**src/rtl/apb_slave_mem_pkg.sv**
```systemverilog
// Shared types and helpers for the APB3 register-file completer apb_slave_mem.
// The optional error path is controlled by the APB_SLAVE_MEM_ERR_EN macro in the top.
package apb_slave_mem_pkg;

   localparam int WAIT_CNT_W = 4;
   localparam int DATA_W     = 32;

   typedef enum logic [1:0] {
      IDLE = 2'd0,
      WAIT = 2'd1,
      DONE = 2'd2
   } state_t;

   typedef struct packed {
      logic [DATA_W-1:0] rdata;
      logic              slverr;
   } resp_t;

   // Misaligned byte address or beyond the last implemented word.
   function automatic logic addr_is_err(input logic [31:0] addr, input int unsigned depth);
      return (addr[1:0] != 2'b00) || (addr >= 32'(depth * 4));
   endfunction

endpackage

```
**src/rtl/apb_slave_mem_regfile.sv**
```systemverilog
// DEPTH x DATA_WIDTH word array: one write port, one registered read port, synchronous clear.
// Read data is zero on every edge where no read is requested.
module apb_slave_mem_regfile #(
   parameter int DEPTH      = 64,
   parameter int DATA_WIDTH = 32,
   parameter int IDX_W      = $clog2(DEPTH)
) (
   input  logic                  clk,
   input  logic                  rst_n,
   input  logic                  we,
   input  logic [IDX_W-1:0]      waddr,
   input  logic [DATA_WIDTH-1:0] wdata,
   input  logic                  re,
   input  logic [IDX_W-1:0]      raddr,
   output logic [DATA_WIDTH-1:0] rdata
);

   logic [DATA_WIDTH-1:0] mem [DEPTH];

   always_ff @(posedge clk) begin
      if (!rst_n) begin
         for (int i = 0; i < DEPTH; i++) begin
            mem[i] <= '0;
         end
         rdata <= '0;
      end else begin
         if (we) begin
            mem[waddr] <= wdata;
         end
         rdata <= re ? mem[raddr] : '0;
      end
   end

endmodule

```
**src/rtl/apb_slave_mem.sv**
```systemverilog
// APB3 completer with a word-addressed register file and fixed wait-state insertion.
// Define APB_SLAVE_MEM_ERR_EN to raise PSLVERR on misaligned / out-of-range addresses.
module apb_slave_mem
   import apb_slave_mem_pkg::*;
#(
   parameter int ADDR_WIDTH  = 8,
   parameter int DATA_WIDTH  = 32,
   parameter int DEPTH       = 64,
   parameter int WAIT_CYCLES = 0
) (
   input  logic                  PCLK,
   input  logic                  PRESETn,
   input  logic                  PSEL,
   input  logic                  PENABLE,
   input  logic                  PWRITE,
   input  logic [ADDR_WIDTH-1:0] PADDR,
   input  logic [DATA_WIDTH-1:0] PWDATA,
   output logic [DATA_WIDTH-1:0] PRDATA,
   output logic                  PREADY,
   output logic                  PSLVERR
);

   localparam int IDX_W = $clog2(DEPTH);

   state_t                  state;
   logic [WAIT_CNT_W-1:0]   cnt;
   logic [ADDR_WIDTH-1:0]   addr_q;
   logic                    write_q;
   logic [DATA_WIDTH-1:0]   wdata_q;
   logic                    ready_q;
   logic                    slverr_q;
   logic                    setup;
   logic                    complete;
   logic                    err;
   logic                    we;
   logic                    re;
   logic [IDX_W-1:0]        idx;
   logic [DATA_WIDTH-1:0]   rf_rdata;
   resp_t                   resp;

   assign setup    = PSEL && !PENABLE;
   assign complete = (state == WAIT) && PSEL && PENABLE && (cnt == '0);
   assign idx      = addr_q[IDX_W+1:2];

`ifdef APB_SLAVE_MEM_ERR_EN
   assign err = addr_is_err(32'(addr_q), DEPTH);
`else
   // Without error checking the low and high address bits are simply dropped.
   logic unused_addr_bits;
   assign unused_addr_bits = ^addr_q;
   assign err = 1'b0;
`endif

   assign we = complete && write_q && !err;
   assign re = complete && !write_q && !err;

   always_ff @(posedge PCLK) begin
      if (!PRESETn) begin
         state    <= IDLE;
         cnt      <= '0;
         addr_q   <= '0;
         write_q  <= 1'b0;
         wdata_q  <= '0;
         ready_q  <= 1'b0;
         slverr_q <= 1'b0;
      end else begin
         ready_q  <= 1'b0;
         slverr_q <= 1'b0;
         // A setup phase is captured from every state; only the next-state choice differs.
         if (setup) begin
            addr_q  <= PADDR;
            write_q <= PWRITE;
            wdata_q <= PWDATA;
            cnt     <= WAIT_CNT_W'(WAIT_CYCLES);
         end
         case (state)
            IDLE: begin
               if (setup) state <= WAIT;
            end
            WAIT: begin
               if (!PSEL) begin
                  state <= IDLE;
               end else if (PENABLE) begin
                  if (cnt != '0) begin
                     cnt <= cnt - 1'b1;
                  end else begin
                     ready_q  <= 1'b1;
                     slverr_q <= err;
                     state    <= DONE;
                  end
               end
            end
            DONE: begin
               state <= setup ? WAIT : IDLE;
            end
            default: state <= IDLE;
         endcase
      end
   end

   apb_slave_mem_regfile #(
      .DEPTH      (DEPTH),
      .DATA_WIDTH (DATA_WIDTH),
      .IDX_W      (IDX_W)
   ) u_regfile (
      .clk   (PCLK),
      .rst_n (PRESETn),
      .we    (we),
      .waddr (idx),
      .wdata (wdata_q),
      .re    (re),
      .raddr (idx),
      .rdata (rf_rdata)
   );

   assign resp    = '{rdata: rf_rdata, slverr: slverr_q};
   assign PRDATA  = resp.rdata;
   assign PSLVERR = resp.slverr;
   assign PREADY  = ready_q;

endmodule
```
**config.mk**
```make
export PLATFORM = sky130hd
export DESIGN_NAME = apb_slave_mem
export DESIGN_NICKNAME = d
export VERILOG_FILES = /design/src/rtl/apb_slave_mem_pkg.sv /design/src/rtl/apb_slave_mem_regfile.sv /design/src/rtl/apb_slave_mem.sv
export SDC_FILE = /design/constraint.sdc
export NUM_CORES = 2
export LEC_CHECK = 0
export ABC_CLOCK_PERIOD_IN_PS = 5700
export CAP_MARGIN = 20
export CORE_ASPECT_RATIO = 1.2
export CORE_MARGIN = 2
export CORE_UTILIZATION = 53
export CTS_CLUSTER_SIZE = 28
export DETAILED_ROUTE_END_ITERATION = 10
export GPL_TIMING_DRIVEN = 1
export PLACE_DENSITY_LB_ADDON = 0.15
export SLEW_MARGIN = 25
export SYNTH_ARGS = -nofsm -noshare
export SYNTH_HDL_FRONTEND = slang
export SYNTH_HIERARCHICAL = 1
export SYNTH_SLANG_ARGS = --single-unit
export TNS_END_PERCENT = 10
```
**constraint.sdc**
```tcl
create_clock -name PCLK -period 5.7 [get_ports PCLK]
set_input_delay 1.14 -clock PCLK [delete_from_list [all_inputs] [get_ports PCLK]]
set_output_delay 1.14 -clock PCLK [all_outputs]
set_load 0.01 [all_outputs]
```
Word level (Yosys, flattened, before mapping):

Memory sizes are Yosys's and may differ from the RTL's. A register that Yosys moved wholly into a read port is not among the register bits.
Index checks and enable logic that the tools add are counted.

* add/subtract/negate cells: 1
* equal/unequal tests: 5
* bitwise logic cells: 0
* mux-type cells: 19
* reduce and logical (&&, ||, !) cells: 16
* shifts and indexed selects: 0
* multiply operators: 0
* magnitude comparators: 0
* divide/modulo/power cells: 0

Operator list (count)
* 2-to-1 mux 32 bit: 1
* OR reduction 32 bit: 1
* 2-to-1 mux 4 bit: 5
* 2-to-1 mux 2 bit: 4
* 2-to-1 mux 1 bit: 7
* logical AND 1 bit: 6
* 2-to-1 mux 6 bit: 1
* != test 3 bit (second input constant): 2
* case mux 2 bit (3 select lines): 1
* zero test 4 bit: 1
* AND reduction 4 bit: 1
* nonzero test 4 bit: 1
* subtractor 4 x 1 -> 4 bit (second input constant): 1
* zero test 1 bit: 3
* AND reduction 3 bit: 1
* == test 2 x 1 -> 1 bit (second input constant): 1
* == test 2 bit (second input constant): 1
* zero test 2 bit: 1
* != test 2 bit (second input constant): 1
* AND reduction 2 bit: 1

* output and inout port bits: 34
* memories: 1
* RAM bits: 2048
* bits of input ports: 45
* register bits: 48
* bits in latches: 0
* memory bits (read-only): 0

Memories
* u_regfile.mem: words 64, bits a word 32, rd ports 1, clocked after Yosys merged registers in 1, write ports 64, line apb_slave_mem_regfile.sv:18 `logic [DATA_WIDTH-1:0] mem [DEPTH];`

Depth between registers and ports, before layout:

* depth after elaboration: 10
* mapped depth: 12
* mapped depth without buffers: 10

Modules after synthesis:

Netlist, hierarchy kept.

By module, submodules not included
* apb_slave_mem_regfile: times used 1, sequential area each 62139.6 sq um, area each 93992.6 sq um, cells each 5910
* apb_slave_mem: times used 1, sequential area each 920.9 sq um, area each 1848.0 sq um, cells each 217

Least setup slack after synthesis:

Ideal clock, no wire load.

* kind: input-to-reg
* start point: input port PENABLE
* end point: memory u_regfile.mem[29][0] (enable)
* setup time: 466 ps
* buffers on the path: 2
* stages on the path: 9
* arrival time: 4731 ps
* path slack: 503 ps
* cell sequence: clkbuf_2 > nand4b_1 > nor2_2 > and2_1 > nand2_1 > nor2_1 > nand3_1 > clkbuf_1 > o21ai_0

RTL lines
* start, declared: line apb_slave_mem.sv:14 `input logic PENABLE,`
* end, declared: line apb_slave_mem_regfile.sv:18

==> impl_metrics.csv <==
group,metric,value,unit
clock_tree,cts.repair.resized,0,
clock_tree,cts_root_buf,"clkbuf_16",
sta,rsz_0062_raised_after_global_routing,"no",
finish,most-common-layout-cells,"and2_1, edfxtp_1, mux4_2, nand2_1, clkbuf_16",
synthesis,synthesis.nets,6173,
sta,clock_skew,0.0309,ns
clock_tree,tritoncts,"built",
synthesis,yosys_warnings,6,
die,ioPinCount,79,
finish,final_layout_size_suffix_gt1_share,20.7,%
synthesis,ys_async_sr_fraction,0,%
clock_tree,clk_pin_slew,0.06,ns
drt,drtPass1Iterations,11,
synthesis,synth_top_cells_by_area,"edfxtp_1, and2_1, mux4_2, clkbuf_1, dfxtp_1",
synthesis,synth_largest_type_area_fraction,64.2,%
die,placementRows,170,
global_routing,global_route.peak_usage_layer,"met2",
global_routing,number_of_antenna_violations_at_the_first_check_in_global_routing,15,
finish,layout.cells.most_common,"and2_1",
synthesis,synth_seq_area_share,65.8,%
min_path,hp-start,"wdata_q[15]",
synthesis,synth.avg_cell_area,15.6,um^2
finish,design_area,107000,um^2
clock_tree,cts_max_path_buffers,3,
die,initial_core_util,53.4,%
critical_path,critical_path_required,6.25,ns
synthesis,synth.distinct_cells,66,
global_routing,global_route.usage.met2,47.0,%
synthesis,netlist.top_cell.by_area,"edfxtp_1",
drt,drt-initial-drc-count,6105,
clock_tree,clk-insertion-delay-late,0.85,ns
clock_tree,h-tree-depth,4,
global_routing,grt_util_all_layers,29.9,%
run,max_cap_viol_count,0,
sta,fin_ws,1.55,ns
critical_path,worstSetupPathType,"reg -> reg",
sta,final.min_clock_period,4.15,ns
critical_path,crit_arrival,4.70,ns
global_routing,pin_count_of_the_biggest_net_entering_global_routing,98,
drt,vias_per_cell,6.12,
synthesis,synth_register_bits,2126,
power_and_ir_drop,total_leakage_power,37.6,nW
die,die_y_extent,470,um
finish,finalNonFillerCells,8634,
synthesis,synth_enable_flop_cells,2048,
clock_tree,cts_inserted_buffers,204,
sta,fmax,241,MHz
power_and_ir_drop,powerDensity,308,nW/um^2
placed_design,portBuffers,75,
finish,num-fill-cells,13337,
sta,slew-limit-headroom,26.7,%
sta,timing.hold.ws,0.459,ns
placed_design,dpl_worst_slack,0.893,ns
critical_path,sort_of_element_at_the_start_of_the_critical_path,"register",
sta,layout_worst_path_cycle_share,72.8,%
drt,detail-route-antenna-nets,0,
synthesis,synth_top_flop_cell,"edfxtp_1",
sta,tightestPinTransition,1.10,ns
clock_tree,cts_hold_buf,0,
finish,nets,6077,
global_routing,overflow,0,
synthesis,synthesis.area,95800,um^2
critical_path,worst_r2r_startpoint,"addr_q[2]",
critical_path,endpoint_kind,"register",
sta,setup-tns-final,0,ns
drt,detailroute.via_count,52864,
drt,wl_per_cell,31.6,um
sta,final_hold_viol_count,0,
power_and_ir_drop,peakVddDrop,0.000347,V
synthesis,synth_cells,6127,
drt,drc,0,
finish,synthToLayoutAreaGrowth,11.2,%
global_routing,first_global_vias,52931,
die,die-width,392,um
placed_design,post_dp_cell_area,100000,um^2
placed_design,detailedPlacementHpwl,159000,um
global_routing,grt_pass1_wl,388000,um
placed_design,placed_insts,8232,
sta,maxSlewViolCount,0,
sta,finalSetupViolations,0,
finish,utilization,59.4,%
global_routing,globalRouteMet3Util,6.17,%
global_routing,grt_use_met1,39.9,%
min_path,timing.hold.worst.class,"reg -> reg",
critical_path,worstPathMaxFanout,24,
die,design.die.area,184000,um^2
clock_tree,cts.sinks,2126,
status,status,"complete, no violations",
clock_tree,post_cts.repair.setup_buffers,0,
power_and_ir_drop,total_power,32.9,mW
drt,postRouteWirelength,273000,um
placed_design,routability_congestion_estimate,0.968,
critical_path,reg2reg_setup_slack,1.55,ns
die,core,179000,um^2
critical_path,crit_start,"addr_q[2]",
-- registers in the layout (all words and copies together) (netlist names) --
signal	flops
addr_q	6
cnt	4
state	2
u_regfile/rdata	32
u_regfile/mem	2048
wdata_q	32
write_q	1
PREADY	1
-- cell families after synthesis --
group | synth area share [%]
compound gates | 1.67
fa+ha+maj | 0.0131
buf+inv | 2.97
flops | 65.8
mux | 14.4
other cells | 0.00391
simple gates | 15.2
-- cells in the mapped netlist, drive strengths merged, types with 13 or more instances --
master	instances
a32oi	16
o21ai	83
mux2i	94
nor2	99
dfxtp	78
a31oi	13
a22oi	15
nand3	27
nand2	228
buf	179
mux4	566
edfxtp	2048
a21boi	34
and2	2057
a21oi	22
clkbuf	446
-- worst paths after layout --
| path | endpoint | depth (start not counted) |
|---|---|---|
| setup / recovery | u_regfile/rdata[11] | 5 |
| hold / removal | wdata_q[15] | 2 |
| setup reg to reg | u_regfile/rdata[11] | 5 |
| hold reg to reg | wdata_q[15] | 2 |
-- layer usage --
metal  vias to the layer above  share of wire, %
li1                      22228                 -
met1                     27550                38
met3                       539               9.1
met4                         2               5.5
met5                         -            0.0048
met2                      2545                48
-- power by group --
part           switching [mW]  leakage (nW)  total [mW]  internal (mW)
Clock                    5.78          3.11        13.0           7.24
Sequential              0.167          21.8        17.7           17.6
Combinational            1.40          12.7        2.12          0.721
-- final cells by class --
cell class / count / area [um^2] / share of cell area (%)
clock buffers: 277 / 5670 / 5.32
flip-flops and latches: 2126 / 63100 / 59.2
well taps: 2408 / 3010 / 2.83
inverters: 7 / 33.8 / 0.0317
repair buffers: 323 / 3200 / 3.00
diodes: 23 / 57.6 / 0.0540
clock inverters: 101 / 664 / 0.623
multi-input cells: 3369 / 30800 / 28.9
-- worst max-delay path, stage by stage, from the launching register on --
cell,delay [ns]
dfxtp_4,0.81
buf_12,0.32
mux4_2,0.60
mux4_2,0.61
a211oi_1,0.87
a31oi_1,0.53
(Power assumes the default switching activity.)
